**src/rtl/or1200_enc_req_ctrl.sv**
```systemverilog
// or1200_enc_req_ctrl: sequences one encrypted LSU access through the load or store engine.
// Define OR1200_ENC_TIMEOUT_EN to abort a WAIT that exceeds TIMEOUT cycles with rsp_err.
module or1200_enc_req_ctrl #(
  parameter int unsigned TIMEOUT = 64
) (
  input  logic        clk,
  input  logic        rst,
  input  logic        req_valid,
  input  logic        req_load,
  input  logic [4:0]  req_seedIn,
  input  logic [4:0]  req_seedAddr,
  input  logic [10:0] req_seedImm,
  input  logic [31:0] req_data,
  input  logic        flush,
  output logic        req_ready,
  output logic        stall,
  output logic        rsp_valid,
  output logic [31:0] rsp_data,
  output logic        rsp_err,
  output logic [4:0]  seedIn_o,
  output logic [4:0]  seedAddr_o,
  output logic [10:0] seedImm_o,
  output logic [31:0] dataIn_load_o,
  output logic [31:0] dataIn_store_o,
  input  logic        unstall_load,
  input  logic        unstall_store,
  input  logic [31:0] dataOut_load,
  input  logic [31:0] dataOut_store
);
  typedef enum logic [1:0] {IDLE, ISSUE, WAIT, DONE} state_t;
  state_t state, nextState;
  logic latLoad;
  logic [4:0] latSeedIn, latSeedAddr;
  logic [9:0] latSeedImm;
  logic [31:0] latData, rspDataQ;
  logic busy, hit, timeUp, finish;
  // bit 10 of the immediate is rebuilt from the load/store direction
  logic unusedImmBit;
  assign unusedImmBit = req_seedImm[10];
  assign busy = state == ISSUE || state == WAIT;
  assign hit = latLoad ? unstall_load : unstall_store;
  assign finish = state == WAIT && !flush && (hit || timeUp);
`ifdef OR1200_ENC_TIMEOUT_EN
  logic [7:0] cnt;
  logic rspErrQ;
  assign timeUp = cnt == 8'(TIMEOUT - 1);
  always_ff @(posedge clk or negedge rst)
    if (!rst) begin
      cnt <= '0;
      rspErrQ <= 1'b0;
    end else begin
      cnt <= state == ISSUE ? 8'd0 : state == WAIT ? cnt + 8'd1 : cnt;
      if (finish) rspErrQ <= !hit;
    end
  assign rsp_err = rspErrQ && state == DONE;
`else
  assign timeUp = 1'b0;
  assign rsp_err = 1'b0;
`endif
  always_ff @(posedge clk or negedge rst)
    if (!rst) state <= IDLE;
    else state <= nextState;
  always_comb begin
    nextState = state;
    case (state)
      IDLE:    nextState = req_valid ? ISSUE : IDLE;
      ISSUE:   nextState = flush ? IDLE : WAIT;
      WAIT:    nextState = flush ? IDLE : (hit || timeUp) ? DONE : WAIT;
      default: nextState = IDLE;
    endcase
  end
  always_ff @(posedge clk or negedge rst)
    if (!rst) begin
      latLoad <= 1'b0;
      latSeedIn <= '0;
      latSeedAddr <= '0;
      latSeedImm <= '0;
      latData <= '0;
      rspDataQ <= '0;
    end else begin
      if (state == IDLE && req_valid) begin
        latLoad <= req_load;
        latSeedIn <= req_seedIn;
        latSeedAddr <= req_seedAddr;
        latSeedImm <= req_seedImm[9:0];
        latData <= req_data;
      end
      if (finish) rspDataQ <= !hit ? 32'd0 : latLoad ? dataOut_load : dataOut_store;
    end
  assign req_ready = state == IDLE;
  assign stall = busy;
  assign rsp_valid = state == DONE;
  assign rsp_data = rspDataQ;
  assign seedIn_o = busy ? latSeedIn : '0;
  assign seedAddr_o = busy ? latSeedAddr : '0;
  assign seedImm_o = busy ? {latLoad, latSeedImm} : '0;
  assign dataIn_load_o = busy && latLoad ? latData : '0;
  assign dataIn_store_o = busy && !latLoad ? latData : '0;
endmodule

```
**config.mk**
```make
export PLATFORM = sky130hd
export DESIGN_NAME = or1200_enc_req_ctrl
export DESIGN_NICKNAME = d
export VERILOG_FILES = /design/src/rtl/or1200_enc_req_ctrl.sv
export SDC_FILE = /design/constraint.sdc
export NUM_CORES = 1
export LEC_CHECK = 0
export CAP_MARGIN = 40
export CELL_PAD_IN_SITES_DETAIL_PLACEMENT = 2
export CELL_PAD_IN_SITES_GLOBAL_PLACEMENT = 2
export CORE_MARGIN = 3
export CORE_UTILIZATION = 23
export DETAILED_ROUTE_END_ITERATION = 8
export GPL_ROUTABILITY_DRIVEN = 0
export PLACE_DENSITY_LB_ADDON = 0.1
export SLEW_MARGIN = 20
export SYNTH_ARGS = -nofsm -noshare
export SYNTH_HDL_FRONTEND = slang
export SYNTH_SLANG_ARGS = --single-unit
```
**constraint.sdc**
```tcl
create_clock -name clk -period 2.1 [get_ports clk]
set_input_delay 0.42 -clock clk [delete_from_list [all_inputs] [get_ports clk]]
set_output_delay 0.42 -clock clk [all_outputs]
set_load 0.01 [all_outputs]
```
==> results.md, run 1 <==
Outcome:
- The flow ran to the end, but the final reports show violations.
- The checks that failed: setup timing.

Floorplan:
- The die is 143 um wide.
- The initial core utilization is 23.6%.
- The overall die area is 0.0203 mm2.
- The floorplan step defined a core boundary enclosing 0.0181 mm2.
- The floorplan has 49 rows.
- In this run the vertical extent of the chip is 143 um.
- The number of top-level design ports is 245.

Clocking:
- Clock latency on the worst-skew pair, taken at its later pin, is 340 ps.
- After clock tree synthesis, the clock-pin slew on the worst setup and hold paths is 60 ps.
- CTS placed an instance of clkbuf_16 at the clock tree root.
- The clock passes through at most 2 buffers.
- The deepest level of the CTS H-tree is 3.
- After clock tree synthesis, the flow added hold-fix buffers numbering 0.
- Buffers inserted during clock tree synthesis total 9.
- The tree built by TritonCTS fans out to 87 sinks.
- TritonCTS built the clock tree.

Yosys:
- The synthesized netlist occupies a cell area of 0.00429 mm2.
- The Yosys step of the flow raised 0 warnings.
- The post-synthesis register bit count is 87.
- The number of different library cells used by synthesis comes to 19.
- The gate count after technology mapping is 330.
- Counting every net in the synthesized netlist gives 459.
- Averaged over all synthesized cells, the footprint is 13.0 um2.
- The sequential-to-total area share from yosys stat is 50.7%.

STA:
- Derived from the worst setup path, the maximum achievable clock frequency is 444 MHz.
- The total setup violations reported at the end of the flow is 66.
- The max-slew headroom at the worst pin is 66.3%.
- The smallest clock period supported by the final layout is computed as 2250 ps.
- The final max-slew violation count is 0.
- The clock arrives with 5.73 ps of skew.
- The final hold violation count was 0.
- At the pin with the least slew margin, the transition time is 505 ps.
- Setup slack on the critical path of the routed design comes to -152 ps.
- The final sum of negative setup slack is -3690 ps.
- Setup repair after global routing could not meet its margin everywhere.
- The worst path uses 107% of the clock period.

Critical path:
- The worst register-to-register path has a depth of 8.
- For the worst setup path, the data required time is 1680 ps.
- By startpoint and endpoint, the worst setup path is classified as reg2out.
- The sort of element at the start of the critical path is a flip-flop.
- Along the worst path, the maximum fanout reaches 6.
- The arrival time reported for the critical path endpoint is 1830 ps.
- The reg-to-reg endpoint is rsp_data[31].
- The slack of the worst reg-to-reg path is 230 ps.
- The kind of end point of the critical path is a primary output.
- The startpoint identified for the worst register-to-register timing path is state[0].

Place:
- The number of port buffers is 242.
- Detailed placement ended at an HPWL of 11.5 mm.
- The placed instances occupy a cell area of 0.00710 mm2.

Finish:
- The area taken by flip-flops and latches is 0.00218 mm2.
- The library cell used most frequently in the layout, excluding fill and tap cells, is clkdlybuf4s50_1.
- The total inserted antenna cells is 0.
- The summed area of non-filler cells in the final layout is 0.00778 mm2.
- After filler insertion, the fill cell instance count of the layout stands at 1870.
- The top cell types in the final layout, fill and taps aside, are 154 x clkdlybuf4s50_1, 88 x mux2_2, 86 x dfrtp_1.
- The net count reported at finish is 724.
- The ratio of cells with drive above 1 in the final layout is 43.5%.
- Summing all multi-input logic gate instances after layout gives 0.00206 mm2.
- From synthesis to final layout, the design area changed by 81.2%.

Route:
- The highest routing layer actually used is met4.
- Across all layers, the routed design uses 3565 vias.
- The per-cell via count in the routed design is 4.30.
- The routed design uses 1.56 mm of met3 wire.
- The remaining antenna violation count after routing is 0.
- Dividing the detail-routed wire length by the instance count gives 19.1 um.
- The detailed router put a total of 6.34 mm of wire on met1.
- The number of remaining DRC errors is 0.
- The iteration count of the initial detailed-routing pass is 4.
- The violation count after the first detailed-route iteration is 73.
- The final layout contains routed wiring with a total length of 15.8 mm.
- After detailed routing, the met2 layer carries 7.74 mm of wire.

Global routing:
- The first global-routing pass estimated 23.4 mm of wire.
- The number of antenna violations at the first check in global routing came to 0.
- The global route total overflow is 0.
- The overall fraction of global-route tracks in use is 15.1%.
- The via count of the first global-routing pass was 3978.
- Entering global routing, the biggest net connects 37 pins.

Job:
- Max-cap violations in this run came to 0.

Power:
- The internal portion of the total power is 7600 uW.
- The part of the power in registers is 26.5%.
- Combinational logic burns 56.3% of the power.
- VDD sags by at most 574 uV.
- In this run the static leakage power is 0.00344 uW.
- The fraction of power consumed by the clock network is 17.2%.
- For this design the total switching power over the nets is 3710 uW.
- The power consumption is 11300 uW.
- The switching portion of total power is 32.8%.
- In this run the power density over the cells is 1450 mW/mm2.

Min path:
- The min-delay analysis places its worst path in the category in2async.
cells by family (layout without fill, tap and decap cells):
logic type	count (synthesis)	after routing	synth area share, %
buffers and inverters	28	298	3.27
AND/OR/NAND/NOR	90	90	13.3
adder cells (fa/ha/maj)	5	5	1.46
flip-flops	87	87	50.7
other	1	1	0.0874
AO/OA/AOI/OAI	1	1	0.233
multiplexers	118	118	30.9
cells in the mapped netlist:
master | count | area, um2
and2_1 | 53 | 332
and3_1 | 32 | 200
buf_2 | 7 | 35.0
buf_4 | 1 | 7.51
buf_6 | 3 | 33.8
clkbuf_1 | 14 | 52.6
conb_1 | 1 | 3.75
dfrtp_1 | 87 | 2180
ha_1 | 5 | 62.6
inv_1 | 3 | 11.3
mux2_1 | 29 | 327
mux2_2 | 88 | 991
mux2i_1 | 1 | 10.0
nand2_1 | 1 | 3.75
nor2_1 | 1 | 3.75
nor2b_1 | 1 | 6.26
nor3_1 | 1 | 5.00
nor3b_4 | 1 | 18.8
o21ba_2 | 1 | 10.0
power groups by stage:
stage / clock network [uW] / logic [uW] / registers, uW
2_1_floorplan: 0 / 2490 / 3000
3_3_place_gp: 0 / 5670 / 2940
3_5_place_dp: 0 / 5800 / 3010
4_1_cts: 2030 / 6370 / 3000
5_1_grt: 2110 / 6880 / 3120
6_report: 1940 / 6370 / 2990
layer usage:
| metal | global-route usage (%) | up-vias |
|---|---|---|
| met3 | 6.32 | 11 |
| met1 | 17.2 | 1747 |
| li1 | - | 1662 |
| met4 | 4.20 | 0 |
| met2 | 25.9 | 145 |
| met5 | 0 | - |
sequential cells by signal, indices dropped and copies added, names as in the netlist:
register,cells
latData,32
latLoad,1
latSeedAddr,5
latSeedImm,10
latSeedIn,5
rsp_data,32
state,2
final cells by class:
type	count	share of cell area [%]
clock buffers	10	2.94
multi-input cells	215	26.5
inverters	3	0.145
repair buffers	279	37.0
clock inverters	6	1.71
well taps	229	3.68
flip-flops and latches	87	28.0
critical path: stages, from the launching register on:
cell     delay (ps)
dfrtp_1         370
inv_2            60
ha_4            290
nor2b_4         190
buf_6           150
buf_12          120
buf_6            90
and2_4          130
buf_6            90
worst max-delay path by stage:
stage / slack [ps] / depth (start not counted) / startpoint / to
after global routing: -230 / 8 / state[0] / dataIn_store_o[6]
after CTS: -170 / 8 / state[0] / dataIn_store_o[11]
after detailed placement: -220 / 6 / state[0] / dataIn_store_o[24]
final: -150 / 8 / state[0] / dataIn_store_o[10]
after floorplan: 170 / 5 / state[0] / dataIn_store_o[10]
after global placement: -130 / 6 / state[1] / dataIn_store_o[24]
repair_timing:
| item | in CTS | in global routing |
|---|---|---|
| cloned | 5 | 1 |
| setup buffers | 11 | 2 |
| resized for setup | 333 | 51 |
| pin swaps | 10 | 1 |
| endpoints found under the setup margin | 86 | 84 |
per-stage QoR:
step           hold WS, ps  setup WS [ps]  utilization, %  cells
5_1_grt               77.6           -234            42.9    829
3_3_place_gp           427           -133            39.1    796
4_1_cts               54.4           -173            42.5    828
3_5_place_dp           430           -218            39.1    796
2_1_floorplan          124            166               -    330
6_report              44.2           -152            42.9    829
No activity file was read; power rests on OpenSTA's default activity.
==> run 2: changes to the inputs <==
- CORE_ASPECT_RATIO: default -> 2
==> results.md, run 2 (synthesis results as in run 1) <==
Outcome:
- The flow ran to the end, but the final reports show violations.
- The checks that failed: setup timing.

STA:
- The clock tree skew after final layout is 11.4 ps (+5.70 ps).
- The maximum clock rate is 439 MHz (-1.2%).
- The total setup violations reported at the end of the flow came to 71 (+7.6%).
- The worst-case setup margin in the final layout is -180 ps (-28.4 ps).
- The post-route minimum period came to 2280 ps (+28.4 ps).
- Setup repair after global routing could not meet its margin everywhere.
- The final hold violation count is 0 (unchanged).
- The period utilization is 109% (+1.4 points).
- The final max-slew violation count is 0 (unchanged).

Finish:
- The total inserted antenna cells is 0 (unchanged).
- Relative to the synthesized area, the layout overhead comes to 88.2%.
- The net count reported at finish is 730 (+0.83%).
- The summed area of non-filler cells in the final layout is 0.00808 mm2 (+3.9%).
- The commonest non-fill, non-tap cell in the layout is clkdlybuf4s50_1.
- The ratio of cells with drive above 1 in the final layout is 51.3% (+7.8 points).
- Leaving out fill and tap cells, the most frequent cells in the layout are 155 x clkdlybuf4s50_1, 89 x buf_6, 88 x mux2_2.
- The total of fill cells in the finished design is 1865 (-0.27%).

Power:
- The worst-case vdd ir drop is 610 uV (+6.3%).
- The cell area power density is 1540 mW/mm2 (+5.7%).
- The leakage power is 0.00359 uW (+4.2%).
- The power consumption was 12400 uW (+9.7%).

Clocking:
- The deepest level of the CTS H-tree is 3 (unchanged).
- The TritonCTS buffer count is 9 (unchanged).
- The clock network latency to the later pin of the worst-skew pair is 340 ps (about the same).
- The clock sink total is 87 (unchanged).
- The clock tree buffer depth was 2 (unchanged).
- The clock tree root buffer cell is clkbuf_16.
- The count of hold-fix buffers inserted at cts is 0 (unchanged).
- The clock-pin slew on the worst setup and hold paths came to 60 ps (about the same).
- TritonCTS built the clock tree.

Global routing:
- The met3 usage in global routing is 3.49% (-2.8 points).
- The fraction of met1 tracks used by global routing is 16.6% (-0.62 points).
- The largest net degree at the start of global routing is 33 (-11%).
- The global routing stage identified its most utilized layer as met2.
- The global route total overflow is 0 (unchanged).
- The met2 track demand over resource is 34.5% (+8.6 points).
- The overall fraction of global-route tracks in use was 17.0% (+1.9 points).
- The first-pass GRT wire length is 25.6 mm (+9.6%).
- The via count of the first global-routing pass is 4305 (+8.2%).
- The number of antenna violations at the first check in global routing is 0 (unchanged).

Floorplan:
- The chip width came to 103 um (-28%).
- The die span in y came to 199 um (+40%).
- The initial core utilization is 23.4% (-0.20 points).
- The number of top-level design ports is 245 (unchanged).
- The area of the placeable core is 0.0183 mm2 (+0.87%).
- The number of placement rows is 70 (+43%).
- The overall die area is 0.0204 mm2 (+0.49%).

Critical path:
- The worst endpoint required time is 1680 ps (about the same).
- The arrival time reported for the critical path endpoint came to 1860 ps (+30 ps).
- The sort of element at the start of the critical path is a flip-flop.
- The largest driver fanout on the critical path is 8 (+2).
- The worst setup path is of the reg2out kind.
- The number of cells on the worst reg-to-reg path is 5 (-3).
- STA classifies the critical path endpoint as a primary output.

Route:
- The iteration count of the initial detailed-routing pass is 4 (unchanged).
- The final routed wirelength across all metal layers was 17.4 mm (+9.7%).
- The remaining antenna violation count after routing is 0 (unchanged).
- The average wire per standard cell was 21.2 um (+11%).
- The number of remaining DRC errors is 0 (unchanged).
- The via count of the routed design is 3653 (+2.5%).
- The per-cell via count in the routed design was 4.45 (+3.6%).
- The violation count after the first detailed-route iteration is 35 (-52%).

Place:
- The number of port buffers is 242 (unchanged).
- The cell area after placement is 0.00709 mm2 (-0.19%).
- The pre-CTS setup slack came to -228 ps (-9.98 ps).
- The final HPWL from detailed placement was 12.6 mm (+9.7%).

Min path:
- The worst hold path class is in2async.

Job:
- The number of maximum-capacitance constraint violations is 0 (unchanged).
[run 2: changes by cell type in the layout (fill, tap and decap cells not counted), moves of 6 or more]
| cell | before | now |
|---|---|---|
| and2_1 | 26 | 0 |
| and2_4 | 27 | 53 |
| clkdlybuf4s15_2 | 34 | 0 |
| buf_6 | 37 | 89 |
| and3_4 | 0 | 18 |
| and3_1 | 32 | 14 |
| clkbuf_2 | 10 | 1 |
| buf_12 | 6 | 12 |
| buf_4 | 18 | 9 |
[run 2: worst paths after layout]
kind	start	slack, ps	end
max in group asynchronous	rst	1530	state[1]
worst max-delay path	state[0]	-180	dataIn_store_o[17]
worst min register to register	rsp_data[14]	480	rsp_data[14]
worst min-delay path	rst	20	rsp_data[3]
min in group clk	rsp_data[14]	480	rsp_data[14]
worst max register to register	latLoad	130	rsp_data[25]
[run 2: worst max-delay path, stage by stage, from the launching register on]
cell,delay (ps)
dfrtp_1,390
inv_2,80
ha_4,270
nor2b_4,180
buf_6,150
buf_12,140
buf_6,90
and2_4,130
buf_6,90
[run 2: through the flow]
stage | setup TNS, ps | hold WS (ps) | instances | util, %
floorplan | 0 | 124 | 330 | -
global placement | -4600 | 388 | 780 | 38.7
detailed placement | -10710 | 389 | 780 | 38.7
CTS | -5770 | 17.2 | 819 | 43.4
global route | -10010 | 28.1 | 820 | 44.1
finish | -5790 | 15.1 | 820 | 44.1
[run 2: timing repair]
item | in CTS | in global routing
cloned | 5 | 0
buffers inserted | 20 | 2
pin swaps | 18 | 2
resized for setup | 495 | 36
hold endpoints to repair | 0 | 0
endpoints found under the setup margin | 86 | 77
[run 2: layer usage]
| layer | routed length (um) | vias up |
|---|---|---|
| met5 | 0 | - |
| li1 | - | 1670 |
| met1 | 5470 | 1839 |
| met4 | 223 | 0 |
| met3 | 970 | 11 |
| met2 | 10700 | 133 |
[run 2: cell type report]
cell class                      instances  area (um2)  area share [%]
Clock buffer                           10         229            2.84
Clock inverter                          4        97.6            1.21
Inverter                                3        11.3           0.139
Multi-Input combinational cell        215        2220            27.5
Sequential cell                        87        2180            27.0
Tap cell                              216         270            3.35
Timing Repair Buffer                  285        3070            38.0
[run 2: report_power, final]
part,switching [uW],internal (uW),leakage [uW]
clock network,662,1150,0.000155
logic,2840,4680,0.00240
registers,565,2510,0.00104
total,4070,8340,0.00359
